## src/rtl/svm_pkg.sv

```systemverilog
// svm_pkg: shared definitions for the sequential SVM recall engine.
//   - state_t : engine FSM states (IDLE, DOT, SCALE, BIAS, DONE)
//   - *_D     : default configuration values used by svm_recall_seq
//   - WORDS, ADDR_W, DOT_W : register-file size, config address width and
//                            dot-product width for the default configuration
//   - sm_to_tc : sign-magnitude to two's-complement conversion
package svm_pkg;

    typedef enum logic [2:0] {
        IDLE  = 3'd0,
        DOT   = 3'd1,
        SCALE = 3'd2,
        BIAS  = 3'd3,
        DONE  = 3'd4
    } state_t;

    localparam int DIM_D    = 2;
    localparam int NUM_SV_D = 2;
    localparam int FEAT_W_D = 7;
    localparam int SV_W_D   = 8;
    localparam int ACC_W_D  = 24;

    localparam int WORDS  = NUM_SV_D * (DIM_D + 1);
    localparam int ADDR_W = (WORDS > 1) ? $clog2(WORDS) : 1;
    localparam int DOT_W  = FEAT_W_D + SV_W_D + $clog2(DIM_D);

    // Low width-1 bits are the magnitude, bit width-1 the sign.
    // Negative zero naturally maps to 0.
    function automatic logic signed [31:0] sm_to_tc(input logic [31:0] value,
                                                    input int          width);
        logic [31:0] mag;
        mag = value & ((32'd1 << (width - 1)) - 32'd1);
        return value[width-1] ? -$signed(mag) : $signed(mag);
    endfunction

endpackage

```

## src/rtl/svm_sm_mac.sv

```systemverilog
// svm_sm_mac: single signed multiply-accumulate.
//   u   : unsigned operand (UW bits)
//   sm  : sign-magnitude operand (SW bits, MSB = sign)
//   acc : two's-complement addend (PW bits)
//   sum : acc + u * sm, two's complement (PW bits)
// PW must be at least UW+SW so the product never wraps.
module svm_sm_mac
    import svm_pkg::*;
#(
    parameter int UW = 16,
    parameter int SW = 8,
    parameter int PW = 25
) (
    input  logic [UW-1:0]        u,
    input  logic [SW-1:0]        sm,
    input  logic signed [PW-1:0] acc,
    output logic signed [PW-1:0] sum
);

    logic signed [PW-1:0] ue;
    logic signed [PW-1:0] se;

    always_comb begin
        ue  = PW'($signed({1'b0, u}));
        se  = PW'(sm_to_tc(32'(sm), SW));
        sum = acc + ue * se;
    end

endmodule

```

## src/rtl/svm_recall_seq.sv

```systemverilog
// svm_recall_seq: sequential linear-kernel SVM recall engine.
//   decision = bias + sum_j alpha_j * (sum_i sv_j,i * x_i), one MAC per cycle.
// Ports:
//   Bus2IP_Clk, Bus2IP_Resetn : clock, synchronous active-low reset
//   cfg_we/cfg_addr/cfg_wdata : register-file write (sv_j,i at j*(DIM+1)+i,
//                               alpha_j at j*(DIM+1)+DIM), only when not computing
//   bias                      : two's-complement bias, sampled at accept
//   in_valid/in_ready/feature : feature-vector handshake, element 0 at MSBs
//   out_valid/out_ready       : result handshake
//   result/decision/sat       : class bit, saturated decision, saturation flag
//   busy                      : engine not in IDLE
module svm_recall_seq
    import svm_pkg::*;
#(
    parameter int DIM    = DIM_D,
    parameter int NUM_SV = NUM_SV_D,
    parameter int FEAT_W = FEAT_W_D,
    parameter int SV_W   = SV_W_D,
    parameter int ACC_W  = ACC_W_D,
    localparam int NWORDS = NUM_SV * (DIM + 1),
    localparam int AW     = (NWORDS > 1) ? $clog2(NWORDS) : 1
) (
    input  logic                  Bus2IP_Clk,
    input  logic                  Bus2IP_Resetn,
    input  logic                  cfg_we,
    input  logic [AW-1:0]         cfg_addr,
    input  logic [SV_W-1:0]       cfg_wdata,
    input  logic [ACC_W-1:0]      bias,
    input  logic                  in_valid,
    output logic                  in_ready,
    input  logic [DIM*FEAT_W-1:0] feature,
    output logic                  out_valid,
    input  logic                  out_ready,
    output logic                  result,
    output logic [ACC_W-1:0]      decision,
    output logic                  sat,
    output logic                  busy
);

    localparam int DW   = FEAT_W + SV_W + $clog2(DIM);
    localparam int PW   = DW + SV_W + 1;
    localparam int IW   = (DIM > 1) ? $clog2(DIM) : 1;
    localparam int JW   = (NUM_SV > 1) ? $clog2(NUM_SV) : 1;
    localparam int WIDE = 64;

    localparam logic signed [WIDE-1:0] ACC_MAX = (64'sd1 <<< (ACC_W - 1)) - 64'sd1;
    localparam logic signed [WIDE-1:0] ACC_MIN = -(64'sd1 <<< (ACC_W - 1));

    function automatic logic signed [ACC_W-1:0] clamp_acc(input logic signed [WIDE-1:0] v);
        if (v > ACC_MAX) return ACC_W'(ACC_MAX);
        if (v < ACC_MIN) return ACC_W'(ACC_MIN);
        return ACC_W'(v);
    endfunction

    function automatic logic clamp_hit(input logic signed [WIDE-1:0] v);
        return (v > ACC_MAX) || (v < ACC_MIN);
    endfunction

    state_t state_q, state_d;

    logic [SV_W-1:0]         rf [NWORDS];
    logic [DIM*FEAT_W-1:0]   feat_q;
    logic signed [ACC_W-1:0] bias_q;
    logic signed [ACC_W-1:0] acc_q;
    logic signed [DW-1:0]    dot_q;
    logic                    sat_w;
    logic [IW-1:0]           i_q;
    logic [JW-1:0]           j_q;

    logic                    last_i, last_j, cfg_ok;
    logic [AW-1:0]           rd_addr;
    logic [SV_W-1:0]         rd_word;
    logic [FEAT_W-1:0]       x_i;
    logic [DW-1:0]           dot_mag;
    logic [DW-1:0]           mac_u;
    logic [SV_W-1:0]         mac_sm;
    logic signed [PW-1:0]    mac_acc, mac_sum;
    logic signed [WIDE-1:0]  term_w, scale_sum, bias_sum;
    logic signed [ACC_W-1:0] scaled, final_acc;

    assign last_i = (i_q == IW'(DIM - 1));
    assign last_j = (j_q == JW'(NUM_SV - 1));
    // Config is frozen only while a vector is being computed.
    assign cfg_ok = cfg_we && (state_q == IDLE || state_q == DONE)
                    && (int'(cfg_addr) < NWORDS);

    // SCALE reads alpha_j (slot DIM of vector j); DOT reads sv_j,i.
    always_comb begin
        rd_addr = AW'(int'(j_q) * (DIM + 1) + ((state_q == SCALE) ? DIM : int'(i_q)));
        rd_word = rf[rd_addr];
        x_i     = feat_q[(DIM - 1 - int'(i_q)) * FEAT_W +: FEAT_W];
        dot_mag = dot_q[DW-1] ? DW'(-dot_q) : DW'(dot_q);
    end

    // The one MAC is shared: DOT feeds x_i * sv_j,i + dot; SCALE feeds
    // |dot| * alpha_j with the dot sign folded into alpha's sign bit.
    always_comb begin
        mac_u   = DW'(x_i);
        mac_sm  = rd_word;
        mac_acc = PW'(dot_q);
        if (state_q == SCALE) begin
            mac_u   = dot_mag;
            mac_sm  = {rd_word[SV_W-1] ^ dot_q[DW-1], rd_word[SV_W-2:0]};
            mac_acc = '0;
        end
    end

    svm_sm_mac #(.UW(DW), .SW(SV_W), .PW(PW)) u_mac (
        .u   (mac_u),
        .sm  (mac_sm),
        .acc (mac_acc),
        .sum (mac_sum)
    );

    always_comb begin
        term_w    = WIDE'(mac_sum);
        scaled    = clamp_acc(term_w);
        scale_sum = WIDE'(acc_q) + WIDE'(scaled);
        bias_sum  = WIDE'(acc_q) + WIDE'(bias_q);
        final_acc = clamp_acc(bias_sum);
    end

    always_ff @(posedge Bus2IP_Clk) begin
        if (!Bus2IP_Resetn) state_q <= IDLE;
        else                state_q <= state_d;
    end

    always_comb begin
        state_d   = state_q;
        in_ready  = 1'b0;
        out_valid = 1'b0;
        busy      = (state_q != IDLE);
        unique case (state_q)
            IDLE: begin
                in_ready = 1'b1;
                if (in_valid) state_d = DOT;
            end
            DOT:   if (last_i) state_d = SCALE;
            SCALE: state_d = last_j ? BIAS : DOT;
            BIAS:  state_d = DONE;
            DONE: begin
                out_valid = 1'b1;
                if (out_ready) state_d = IDLE;
            end
            default: state_d = IDLE;
        endcase
    end

    always_ff @(posedge Bus2IP_Clk) begin
        if (!Bus2IP_Resetn) begin
            for (int k = 0; k < NWORDS; k++) rf[k] <= '0;
            feat_q   <= '0;
            bias_q   <= '0;
            acc_q    <= '0;
            dot_q    <= '0;
            sat_w    <= 1'b0;
            i_q      <= '0;
            j_q      <= '0;
            decision <= '0;
            result   <= 1'b0;
            sat      <= 1'b0;
        end else begin
            if (cfg_ok) rf[cfg_addr] <= cfg_wdata;
            unique case (state_q)
                IDLE: if (in_valid) begin
                    feat_q <= feature;
                    bias_q <= bias;
                    acc_q  <= '0;
                    dot_q  <= '0;
                    sat_w  <= 1'b0;
                    i_q    <= '0;
                    j_q    <= '0;
                end
                DOT: begin
                    dot_q <= DW'(mac_sum);
                    if (!last_i) i_q <= i_q + IW'(1);
                end
                SCALE: begin
                    acc_q <= clamp_acc(scale_sum);
                    sat_w <= sat_w | clamp_hit(term_w) | clamp_hit(scale_sum);
                    dot_q <= '0;
                    if (!last_j) begin
                        j_q <= j_q + JW'(1);
                        i_q <= '0;
                    end
                end
                BIAS: begin
                    decision <= final_acc;
                    result   <= ~final_acc[ACC_W-1];
                    sat      <= sat_w | clamp_hit(bias_sum);
                end
                default: ;
            endcase
        end
    end

endmodule

```

## config.mk

```make
export PLATFORM = sky130hd
export DESIGN_NAME = svm_recall_seq
export DESIGN_NICKNAME = d
export VERILOG_FILES = /design/src/rtl/svm_pkg.sv /design/src/rtl/svm_sm_mac.sv /design/src/rtl/svm_recall_seq.sv
export SDC_FILE = /design/constraint.sdc
export NUM_CORES = 1
export LEC_CHECK = 0
export BUFFER_PORTS_ARGS = -buffer_cell sky130_fd_sc_hd__buf_2
export CAP_MARGIN = 20
export CORE_MARGIN = 5
export CORE_UTILIZATION = 60
export DETAILED_ROUTE_END_ITERATION = 7
export GPL_TIMING_DRIVEN = 0
export PLACE_DENSITY = 0.78
export SYNTH_ARGS = -nofsm -noshare
export SYNTH_HDL_FRONTEND = slang
export SYNTH_SLANG_ARGS = --single-unit
```

## constraint.sdc

```tcl
create_clock -name Bus2IP_Clk -period 28 [get_ports Bus2IP_Clk]
set_input_delay 7 -clock Bus2IP_Clk [delete_from_list [all_inputs] [get_ports Bus2IP_Clk]]
set_output_delay 7 -clock Bus2IP_Clk [all_outputs]
set_load 0.01 [all_outputs]
```

# [Yosys cells after proc, flatten, opt, wreduce, memory -nomap -nowiden]
# Memory sizes are Yosys's and may differ from the RTL's.
# Index checks and enable logic that the tools add are counted.
[word_totals] reg_bits=110 input_bits=54 mem_count=1 ramBits=48 out_inout_bits=29 word_cells=117
[op_classes] n_shift=1 n_reduce_logical=16 add_sub_neg=9 n_mul=3 eq_ne=8 mux=56 order_cmp=7 bitwise=5
[memory_table] name="rf" depth=6 word_bits=8 read_ports=1 rd_ports_with_merged_regs=0 write_ports=6 line="svm_recall_seq.sv:61" source="logic [SV_W-1:0] rf [NWORDS];"
[ops] op="24-bit 2-to-1 mux" n=13
[ops] op="25-bit by 24-bit > comparator with 1-bit output, second input constant" n=3
[ops] op="25-bit by 24-bit less-than comparator with 1-bit output, second input constant" n=3
[ops] op="24-bit by 24-bit adder with 25-bit output" n=2
[ops] op="25-bit 2-to-1 mux" n=2
[ops] op="16-bit 2-to-1 mux" n=3
[ops] op="16-bit case mux with 3 select lines" n=1
[ops] op="24-bit case mux with 2 select lines" n=1
[ops] op="25-bit adder" n=1
[ops] op="17-bit by 25-bit multiplier with 25-bit output" n=1
[ops] op="7-bit negation with 25-bit output" n=1
[ops] op="1-bit 2-to-1 mux" n=24
[ops] op="8-bit 2-to-1 mux" n=2
[ops] op="16-bit negation" n=1
[ops] op="3-bit case mux with 5 select lines" n=1
[ops] op="14-bit by 6-bit indexed part select with 7-bit output" n=1
[ops] op="3-bit 2-to-1 mux" n=4
[ops] op="2-bit != test, second input constant" n=4
[ops] op="8-bit OR reduction" n=1
[ops] op="3-bit by 2-bit equality test with 1-bit output, second input constant" n=2
[ops] op="2-bit by 4-bit multiplier with 6-bit output, second input constant" n=1
[ops] op="2-bit AND reduction" n=3
[ops] op="3-bit AND reduction" n=2
[ops] op="3-bit nonzero test" n=2
[ops] op="17 further kinds" n=26

# [Longest topological paths before layout]
# Gate-level depths: netlist of run 1.
# An unclocked memory read counts as a cell.
[depth] word_depth=26 ltp_mapped=59 ltp_nobuf=52

# [Hierarchy]
# From an unflattened synthesis of run 1, not the netlist that was laid out.
[unflattened] cells_unflattened=2063 hier_area_um2=18487.7
[by_module_without_submodules] module="svm_recall_seq" seq_area_each_um2=4124.0 cells_each=1076 n_inst=1 area_each_um2=9910.8
[by_module_without_submodules] module="svm_sm_mac" seq_area_each_um2=0.0 cells_each=987 n_inst=1 area_each_um2=8577.0

# [Worst setup path before layout of run 1]
# No wires, ideal clock.
[synth_path] kind="register -> register" startpoint="reg state_q[2]" endpoint="reg acc_q[0]" arrival_time_ps=12569 setup_ps=70 n_path_buf=10 required_ps=27930 setup_slack_ps=15361 path_stages_with_launch=58 synth_period_minus_slack_ps=12639 path_cell_list="dfxtp_1 -> clkbuf_1 -> nor2_1 -> nand2_1 -> clkinv_1 -> clkbuf_1 -> nor2b_1 -> ha_1 -> inv_1 -> fa_1 -> buf_2 -> inv_1 -> clkbuf_1 -> mux2i_1 -> clkbuf_1 -> ha_1 -> o21ai_0 -> or4_1 -> (+22 left out) -> a21oi_1 -> xnor2_1 -> nand2_1 -> buf_2 -> nand2_1 -> ha_1 -> clkbuf_1 -> a211oi_1 -> nand3_1 -> nor2_1 -> o21bai_1 -> a221oi_1 -> o21ai_0 -> xnor2_1 -> o21a_1 -> clkbuf_1 -> o21ai_0 -> a21oi_1"
[synth_between] elab_chain_cells=23 word_cells_on_any_way=38 cone_classes="4 x add/sub; 1 x mul; 4 x order compare; 2 x eq/ne; 22 x mux; 1 x bitwise; 3 x reduce/logical; 1 x memory"
[synth_rtl] item="from (decl)" line="svm_recall_seq.sv:59" source="state_t state_q, state_d;"
[synth_rtl] item="from (signal assigned)" line="svm_recall_seq.sv:125" source="else state_q <= state_d;"
[synth_rtl] item="3-bit by 2-bit equality test with 1-bit output" line="svm_recall_seq.sv:89, svm_recall_seq.sv:101, svm_recall_seq.sv:164"
[synth_rtl] item="2-bit 2-to-1 mux" line="svm_recall_seq.sv:89" source="rd_addr = AW'(int'(j_q) * (DIM + 1) + ((state_q == SCALE) ? DIM : int'(i_q)));"
[synth_rtl] item="3-bit by 2-bit adder with 3-bit output" line="svm_recall_seq.sv:89"
[synth_rtl] item="memory 6 x 8 bit"
[synth_rtl] item="8-bit 2-to-1 mux or 1-bit bitwise XOR (tied branches)" line="svm_recall_seq.sv:101, svm_recall_seq.sv:103"
[synth_rtl] item="7-bit negation with 25-bit output or 8-bit 2-to-1 mux (tied branches)" line="svm_pkg.sv:33, svm_recall_seq.sv:101"
[synth_rtl] item="25-bit 2-to-1 mux" line="svm_pkg.sv:33" source="return value[width-1] ? -$signed(mag) : $signed(mag);"
[synth_rtl] item="17-bit by 25-bit multiplier with 25-bit output" line="svm_sm_mac.sv:26" source="sum = acc + ue * se;"
[synth_rtl] item="(+6 left out)"
[synth_rtl] item="24-bit by 24-bit adder with 25-bit output" line="svm_recall_seq.sv:118" source="scale_sum = WIDE'(acc_q) + WIDE'(scaled);"
[synth_rtl] item="25-bit by 24-bit less-than comparator with 1-bit output" line="svm_recall_seq.sv:51" source="if (v < ACC_MIN) return ACC_W'(ACC_MIN);"
[synth_rtl] item="1-bit 2-to-1 mux (2 in series)" line="svm_recall_seq.sv:51"
[synth_rtl] item="1-bit 2-to-1 mux" line="svm_recall_seq.sv:164" source="unique case (state_q)"
[synth_rtl] item="1-bit 2-to-1 mux" line="svm_recall_seq.sv:150" source="if (!Bus2IP_Resetn) begin"
[synth_rtl] item="24-bit 2-to-1 mux" line="svm_recall_seq.sv:52" source="return ACC_W'(v);"
[synth_rtl] item="24-bit 2-to-1 mux" line="svm_recall_seq.sv:51"
[synth_rtl] item="24-bit case mux with 2 select lines" line="svm_recall_seq.sv:164"
[synth_rtl] item="to (signal assigned)" line="svm_recall_seq.sv:179" source="acc_q <= clamp_acc(scale_sum);"
[synth_rtl] item="to (decl)" line="svm_recall_seq.sv:64" source="logic signed [ACC_W-1:0] acc_q;"
# Several ways; a longest one is shown, not always the timed one. The select of a mux whose other input is x is not followed.
# A chain may end at the register's enable or synchronous reset.

# [Final worst setup path of run 1]
[layout_path] startpoint="reg state_q[2]" endpoint="reg acc_q[1]"
# Same word-level chain as after synthesis.

==> results.yml, run 1 <==
status:
  outcome: "complete, no violations"
sta:
  slew_viol_final: 0
  hold_viol_final: 0
  relSlewSlack: 0.2264
  fmaxAchievable_ghz: 0.06062
  worst_slack_ps: 11500
  worst_slew_pin_slew_ps: 1148
  rsz0062_at_grt: "false"
  min_period_ps: 16500
  layout_worst_path_cycle_share: 0.5891
  setup_violations: 0
  tns_ps: 0
  fin_skew_ps: 7.217
drt:
  remaining_drc_errors: 0
  first_iter_violations: 1143
  routed_via_density: 5.793
  wire_per_inst_um: 19.16
  num_vias: 14981
  drtAntennaViolNets: 0
  dr.pass1.iters: 6
  finalWirelength_um: 49540
clocking:
  cts_tree: "done"
  hold_buffers: 0
  cts_root_buf: "clkbuf_16"
  cts_setup_buffers: 0
  htreeDepth: 4
  cts_sinks: 174
  clkLatencyLatePin_ps: 440
  clk_pin_slew_worst_paths_ps: 70
  cts_buffers: 17
  clock_path_buffers: 2
  cts.repair.resized: 0
cells_and_area:
  diodes: 0
  area_growth_pct: 8.373
  layout_commonest_cell: "inv_1"
  drive_above_1_share: 0.08015
  nets: 2582
  finish.utilization: 0.6636
  layout_common_cells: "inv_1 (343), fa_1 (222), nor2_1 (221)"
flow_run:
  drv_cap: 0
worst_setup_path:
  critPathMaxStageDelay_ps: 960
  reg2reg_from: "state_q[2]"
  reg2reg_depth: 55
  cp_common_cell: "clkbuf_1"
  regToRegSetupSlack_ps: 11500
  r2r_end: "acc_q[1]"
  crit_type: "flop to flop"
  worstPathRequired_ps: 28370
  path_max_fanout: 10
  cp.arrival_ps: 16860
  cp-start-kind: "flop"
  endpoint_kind: "flop"
  critPathSlowestCell: "mux2i_1"
synth:
  synthArstFlopShare: 0
  synth_ff_type: "dfxtp_1"
  yosysSeqAreaShare: 0.2260
  yosysUniqueCellTypes: 73
  ys_ff_latch: 174
  ys_warn_count: 0
  syn_area_sq_mm: 0.01825
  synth_edf_count: 64
  synth.avg_cell_area_sq_um: 8.845
  synth_cells: 2063
die:
  rows: 63
  die_x_um: 184.4
  initial_core_util: 0.6124
  coreArea_sq_mm: 0.02980
  io_pins: 83
  die_h_um: 184.4
  dieArea_sq_mm: 0.03400
power:
  ir_worst_vdd_mv: 0.04719
  power_density_mw_per_mm2: 46.60
  p_leak_nw: 9.274
worst_hold_path:
  hold_start: "feat_q[10]"
  min_path_cells: 2
  hold_class: "flop to flop"
  holdPathEnd: "feat_q[10]"
place:
  pre_cts_ws_ps: 11850
  gp_congestion: 0.9678
  io_buffers: 82
  dp_hpwl_um: 40920
grt:
  grt_first_pass_wirelength_um: 78850
  first_global_vias: 15211
  grt_overflow: 0
  grt_max_degree: 18
  antenna_found_initial: 1
  groute.usage.overall: 0.2973
## synth_stat cells, types with 17 or more instances
library cell,count,share of area
fa_1,222,0.24
clkbuf_1,71,0.015
nand2_1,215,0.044
o21a_1,19,0.0078
xnor2_1,61,0.029
a21o_1,28,0.012
a22oi_1,43,0.018
nand2b_1,31,0.011
o21ai_0,66,0.018
inv_1,343,0.071
ha_1,123,0.084
nand3_1,17,0.0047
nor3_1,22,0.0060
xor2_1,35,0.017
dfxtp_1,110,0.12
nor2_1,221,0.045
a21oi_1,157,0.043
edfxtp_1,64,0.11
## kinds of logic after synthesis
group	after synthesis	synth area share
and+or+nand+nor	573	0.1361
muxes	33	0.02935
buffers and inverters	431	0.09065
DFF	174	0.2260
other	1	0.0002055
AOI/OAI and AO/OA	392	0.1332
adders and majority gates	363	0.3384
xor gates and xnor gates	96	0.04608
## worst max-delay path, delay by kind of cell, from the launching register on
family	cells	cell delay, ps
AO/OA/AOI/OAI	12	3650
flip-flops	1	310
multiplexers	1	960
adder cells (fa/ha/maj)	11	4520
XOR/XNOR	2	700
AND/OR/NAND/NOR	11	2000
buffers and inverters	18	4280
## flip-flops by register name, summed over array words and instances, names as in the netlist
name,flops
rf,64
acc_q,24
state_q,3
i_q,1
sat_w,1
feat_q,14
bias_q,24
sat,1
result,1
decision,24
j_q,1
dot_q,16
## per-layer routing
metal  vias up  routed length, um  track usage
li1       6938                  -            -
met1      7259              20980       0.4095
met2       668              22020       0.4588
met3       114               4643      0.07401
met4         2               1886       0.1100
met5         -                  7            0
## cell type report
class / count / area (sq um)
Sequential cell: 174 / 4124
Multi-Input combinational cell: 1473 / 12520
Clock inverter: 14 / 123.9
Buffer: 86 / 359.1
Tap cell: 390 / 488.0
Inverter: 345 / 1295
Fill cell: 2478 / 10020
Timing Repair Buffer: 86 / 430.4
Clock buffer: 18 / 429.2
## worst max path at each step
stage                     from         to  slack, ps  depth (start not counted)
global placement    state_q[2]   acc_q[6]      12130                         55
floorplan           state_q[2]   acc_q[0]      15360                         57
global route        state_q[2]   acc_q[1]      10570                         55
CTS                 state_q[2]  acc_q[14]      11790                         55
detailed placement  state_q[2]  acc_q[14]      11850                         55
finish              state_q[2]   acc_q[1]      11500                         55
## report_power, final
group          leakage (nW)  internal [mW]  total, mW  switching [mW]
Clock                 0.264          0.117      0.226           0.109
Combinational          7.46          0.154      0.415           0.261
Sequential             1.55          0.273      0.281         0.00764
## stage by stage
step / hold WS [ps] / power, mW / std cells / cell area [sq um]
final: 453.6 / 0.9214 / 2586 / 19770
after global routing: 483.2 / 0.9782 / 2586 / 19770
after CTS: 456.6 / 0.9198 / 2584 / 19760
after detailed placement: 447.1 / 0.6928 / 2552 / 19210
after global placement: 441.1 / 0.6837 / 2550 / 19200
after floorplan: 432.9 / 0.5837 / 2078 / 18300
(Power assumes the default switching activity.)
==> inputs of run 2 (changes only) <==
--- a/config.mk
+++ b/config.mk
@@ -5,13 +5,14 @@
 export SDC_FILE = /design/constraint.sdc
 export NUM_CORES = 1
 export LEC_CHECK = 0
+export ABC_AREA = 1
 export BUFFER_PORTS_ARGS = -buffer_cell sky130_fd_sc_hd__buf_2
 export CAP_MARGIN = 20
 export CORE_MARGIN = 5
-export CORE_UTILIZATION = 60
+export CORE_UTILIZATION = 58
 export DETAILED_ROUTE_END_ITERATION = 7
 export GPL_TIMING_DRIVEN = 0
-export PLACE_DENSITY = 0.78
+export PLACE_DENSITY = 0.79
 export SYNTH_ARGS = -nofsm -noshare
 export SYNTH_HDL_FRONTEND = slang
 export SYNTH_SLANG_ARGS = --single-unit
==> constraint.sdc (replaced) <==
create_clock -name Bus2IP_Clk -period 15 [get_ports Bus2IP_Clk]
set_input_delay 3.75 -clock Bus2IP_Clk [delete_from_list [all_inputs] [get_ports Bus2IP_Clk]]
set_output_delay 3.75 -clock Bus2IP_Clk [all_outputs]
set_load 0.01 [all_outputs]
==> results.yml, run 2 <==
die:
  die_x_um: 187.2
  dieArea_sq_mm: 0.03505
  io_pins: 83
  coreArea_sq_mm: 0.03083
  rows: 64
  initial_core_util: 0.5909
  die_h_um: 187.2
clocking:
  cts_sinks: 174
  clk_pin_slew_worst_paths_ps: 70
  cts_root_buf: "clkbuf_16"
  clock_path_buffers: 2
  htreeDepth: 4
  clkLatencyLatePin_ps: 450
  cts_tree: "done"
  cts_buffers: 17
cells_and_area:
  layout_common_cells: "nand2_1 (445), inv_1 (442), nor2_1 (324)"
  area_growth_pct: 8.702
  drive_above_1_share: 0.06860
  largest_reg_flops: 64
  fin_cells: 2874
  diodes: 0
  fin_area_sq_mm: 0.01980
  nets: 2864
  layout_commonest_cell: "nand2_1"
  regMostFlops: "rf"
  nFillCells: 2616
place:
  gp_congestion: 1.021
  io_buffers: 82
  dpl_cell_area_sq_mm: 0.01918
  dp_hpwl_um: 40270
  dp.cells: 2840
power:
  p_leak_nw: 9.738
  ir_worst_vdd_mv: 0.3564
  power_density_mw_per_mm2: 232.6
  p_comb_frac: 0.774
  intPower_mw: 2.036
  design_power_total_mw: 4.606
  clockPowerShare: 0.096
  power.share.sequential: 0.130
  p_switching_mw: 2.570
  p_sw_frac: 0.5580
synth:
  ys_warn_count: 0
  syn_area_sq_mm: 0.01822
  synth_area_leaders: "fa_1 (24%), dfxtp_1 (12%), edfxtp_1 (11%), nand2_1 (9.2%), inv_1 (9.1%)"
  muxShareOfSynthArea: 0
  yosysUniqueCellTypes: 50
  synth_top_family_by_area: "adder cells"
  synthArstFlopShare: 0
  synth_edf_count: 64
  yosysMostFrequentCell: "nand2_1"
  synth_area_leader_cell: "fa_1"
  synth_common_cells: "nand2_1 (445), inv_1 (443), nor2_1 (324)"
  synth.avg_cell_area_sq_um: 7.762
  synth_ff_type: "dfxtp_1"
  synth_compound_gate_area_share: 0.09677
  yosysSeqAreaShare: 0.2264
  synth_fa_ha_area_frac: 0.3284
  ys_ff_latch: 174
  synth_cells: 2347
  synth_top_area_share: 0.2440
  synth-xor-area-share: 0.03743
  yosys.area_share.simple: 0.1994
worst_setup_path:
  path_max_fanout: 11
  crit_type: "flop to flop"
  regToRegSetupSlack_ps: 1020
  endpoint_kind: "flop"
  critPathMaxStageDelay_ps: 680
  reg2reg_from: "state_q[2]"
  worstPathRequired_ps: 15370
  cp.arrival_ps: 14350
  cp_common_cell: "inv_1"
  critPathSlowestCell: "fa_1"
  r2r_end: "acc_q[12]"
  reg2reg_depth: 63
  cp-start-kind: "flop"
worst_hold_path:
  min_path_cells: 2
  hold_start: "feat_q[13]"
  hold_class: "flop to flop"
  holdPathEnd: "feat_q[13]"
sta:
  relSlewSlack: 0.3299
  whs_ps: 475.1
  tns_ps: 0
  rsz0062_at_grt: "false"
  hold_viol_final: 0
  worst_slew_pin_slew_ps: 997.5
  layout_worst_path_cycle_share: 0.9317
  slew_viol_final: 0
  fmaxAchievable_ghz: 0.07155
  fin_skew_ps: 12.24
  setup_violations: 0
  min_period_ps: 13980
grt:
  antenna_found_initial: 0
  grt_overflow: 0
  grt_max_degree: 17
  met2_usage: 0.4860
  groute.usage.overall: 0.2853
  first_global_vias: 16006
  grt_first_pass_wirelength_um: 80610
  use_met3: 0.05711
  grt_busiest_layer: "met2"
  use_met1: 0.3651
drt:
  finalWirelength_um: 49360
  remaining_drc_errors: 0
  num_vias: 15806
  wire_per_inst_um: 17.17
  drtAntennaViolNets: 0
  dr.pass1.iters: 5
  routed_via_density: 5.500
  first_iter_violations: 1351
flow_run:
  drv_cap: 0
status:
  outcome: "complete, no violations"
-- run 2: changes by cell type in the layout (fill, tap and decap cells not counted), moves of 19 or more --
cell | previous run | this run
nand2b_1 | 31 | 0
nand2_1 | 215 | 445
a22oi_1 | 43 | 0
a21o_1 | 28 | 2
a21oi_1 | 157 | 138
inv_1 | 343 | 442
clkbuf_1 | 72 | 42
o21ai_0 | 66 | 124
o21a_1 | 19 | 0
nand3_1 | 17 | 73
nor2_1 | 221 | 324
xnor2_1 | 61 | 25
-- run 2: worst max path at each step --
stage                    start   endpoint  slack (ps)  depth (start not counted)
floorplan           state_q[0]  acc_q[11]        3420                         63
global placement    state_q[2]  acc_q[13]         190                         61
detailed placement  state_q[2]  acc_q[12]          30                         61
CTS                 state_q[2]  acc_q[13]         330                         61
global route        state_q[2]  acc_q[12]          80                         63
finish              state_q[2]  acc_q[12]        1020                         63
-- run 2: cells by family after synthesis --
logic type,Yosys count
xor+xnor,77
other cells,1
simple gates,900
buf+inv,523
compound gates,327
flops,174
fa+ha+maj,345
-- run 2: repair_timing --
action / in CTS / in global routing
resized for setup: 1 / 11
hold buffers: 0 / 0
pin swaps: 0 / 0
endpoints found under the setup margin: 13 / 24
buffers inserted: 0 / 3
gates cloned: 0 / 0
-- run 2: through the flow --
stage | setup slack [ps] | util
after floorplan | 3422 | -
final | 1024 | 0.6423
after global placement | 192.8 | 0.6221
after CTS | 326.2 | 0.6412
after detailed placement | 28.79 | 0.6221
after global routing | 84.94 | 0.6423
-- run 2: per-layer routing --
metal	share of wire	wire, um
met5	0	0
met4	0.040	1956
met3	0.077	3825
met2	0.49	23980
met1	0.40	19600
-- run 2: layout make-up --
type	count	area, sq um	share of cell area
repair buffers	85	432.9	0.02186
clock buffers	20	489.2	0.02470
inverters	456	1722	0.08694
well taps	396	495.5	0.02502
plain buffers	66	316.6	0.01599
multi-input cells	1665	12130	0.6125
flip-flops and latches	174	4124	0.2083
clock inverters	12	93.84	0.004739
-- run 2: power by group through the flow --
stage / clock [mW] / sequential [mW] / combinational (mW)
detailed placement: 0 / 0.605 / 3.45
global route: 0.466 / 0.600 / 3.99
CTS: 0.445 / 0.595 / 3.51
finish: 0.443 / 0.597 / 3.57
floorplan: 0 / 0.583 / 2.64
global placement: 0 / 0.603 / 3.38
-- run 2: worst max-delay path, delay by kind of cell, from the launching register on --
family | cells | cell delay (ps)
AND/OR/NAND/NOR | 20 | 2800
buffers and inverters | 22 | 3600
AO/OA/AOI/OAI | 7 | 1560
XOR/XNOR | 2 | 370
flip-flops | 1 | 340
adder cells (fa/ha/maj) | 12 | 5170
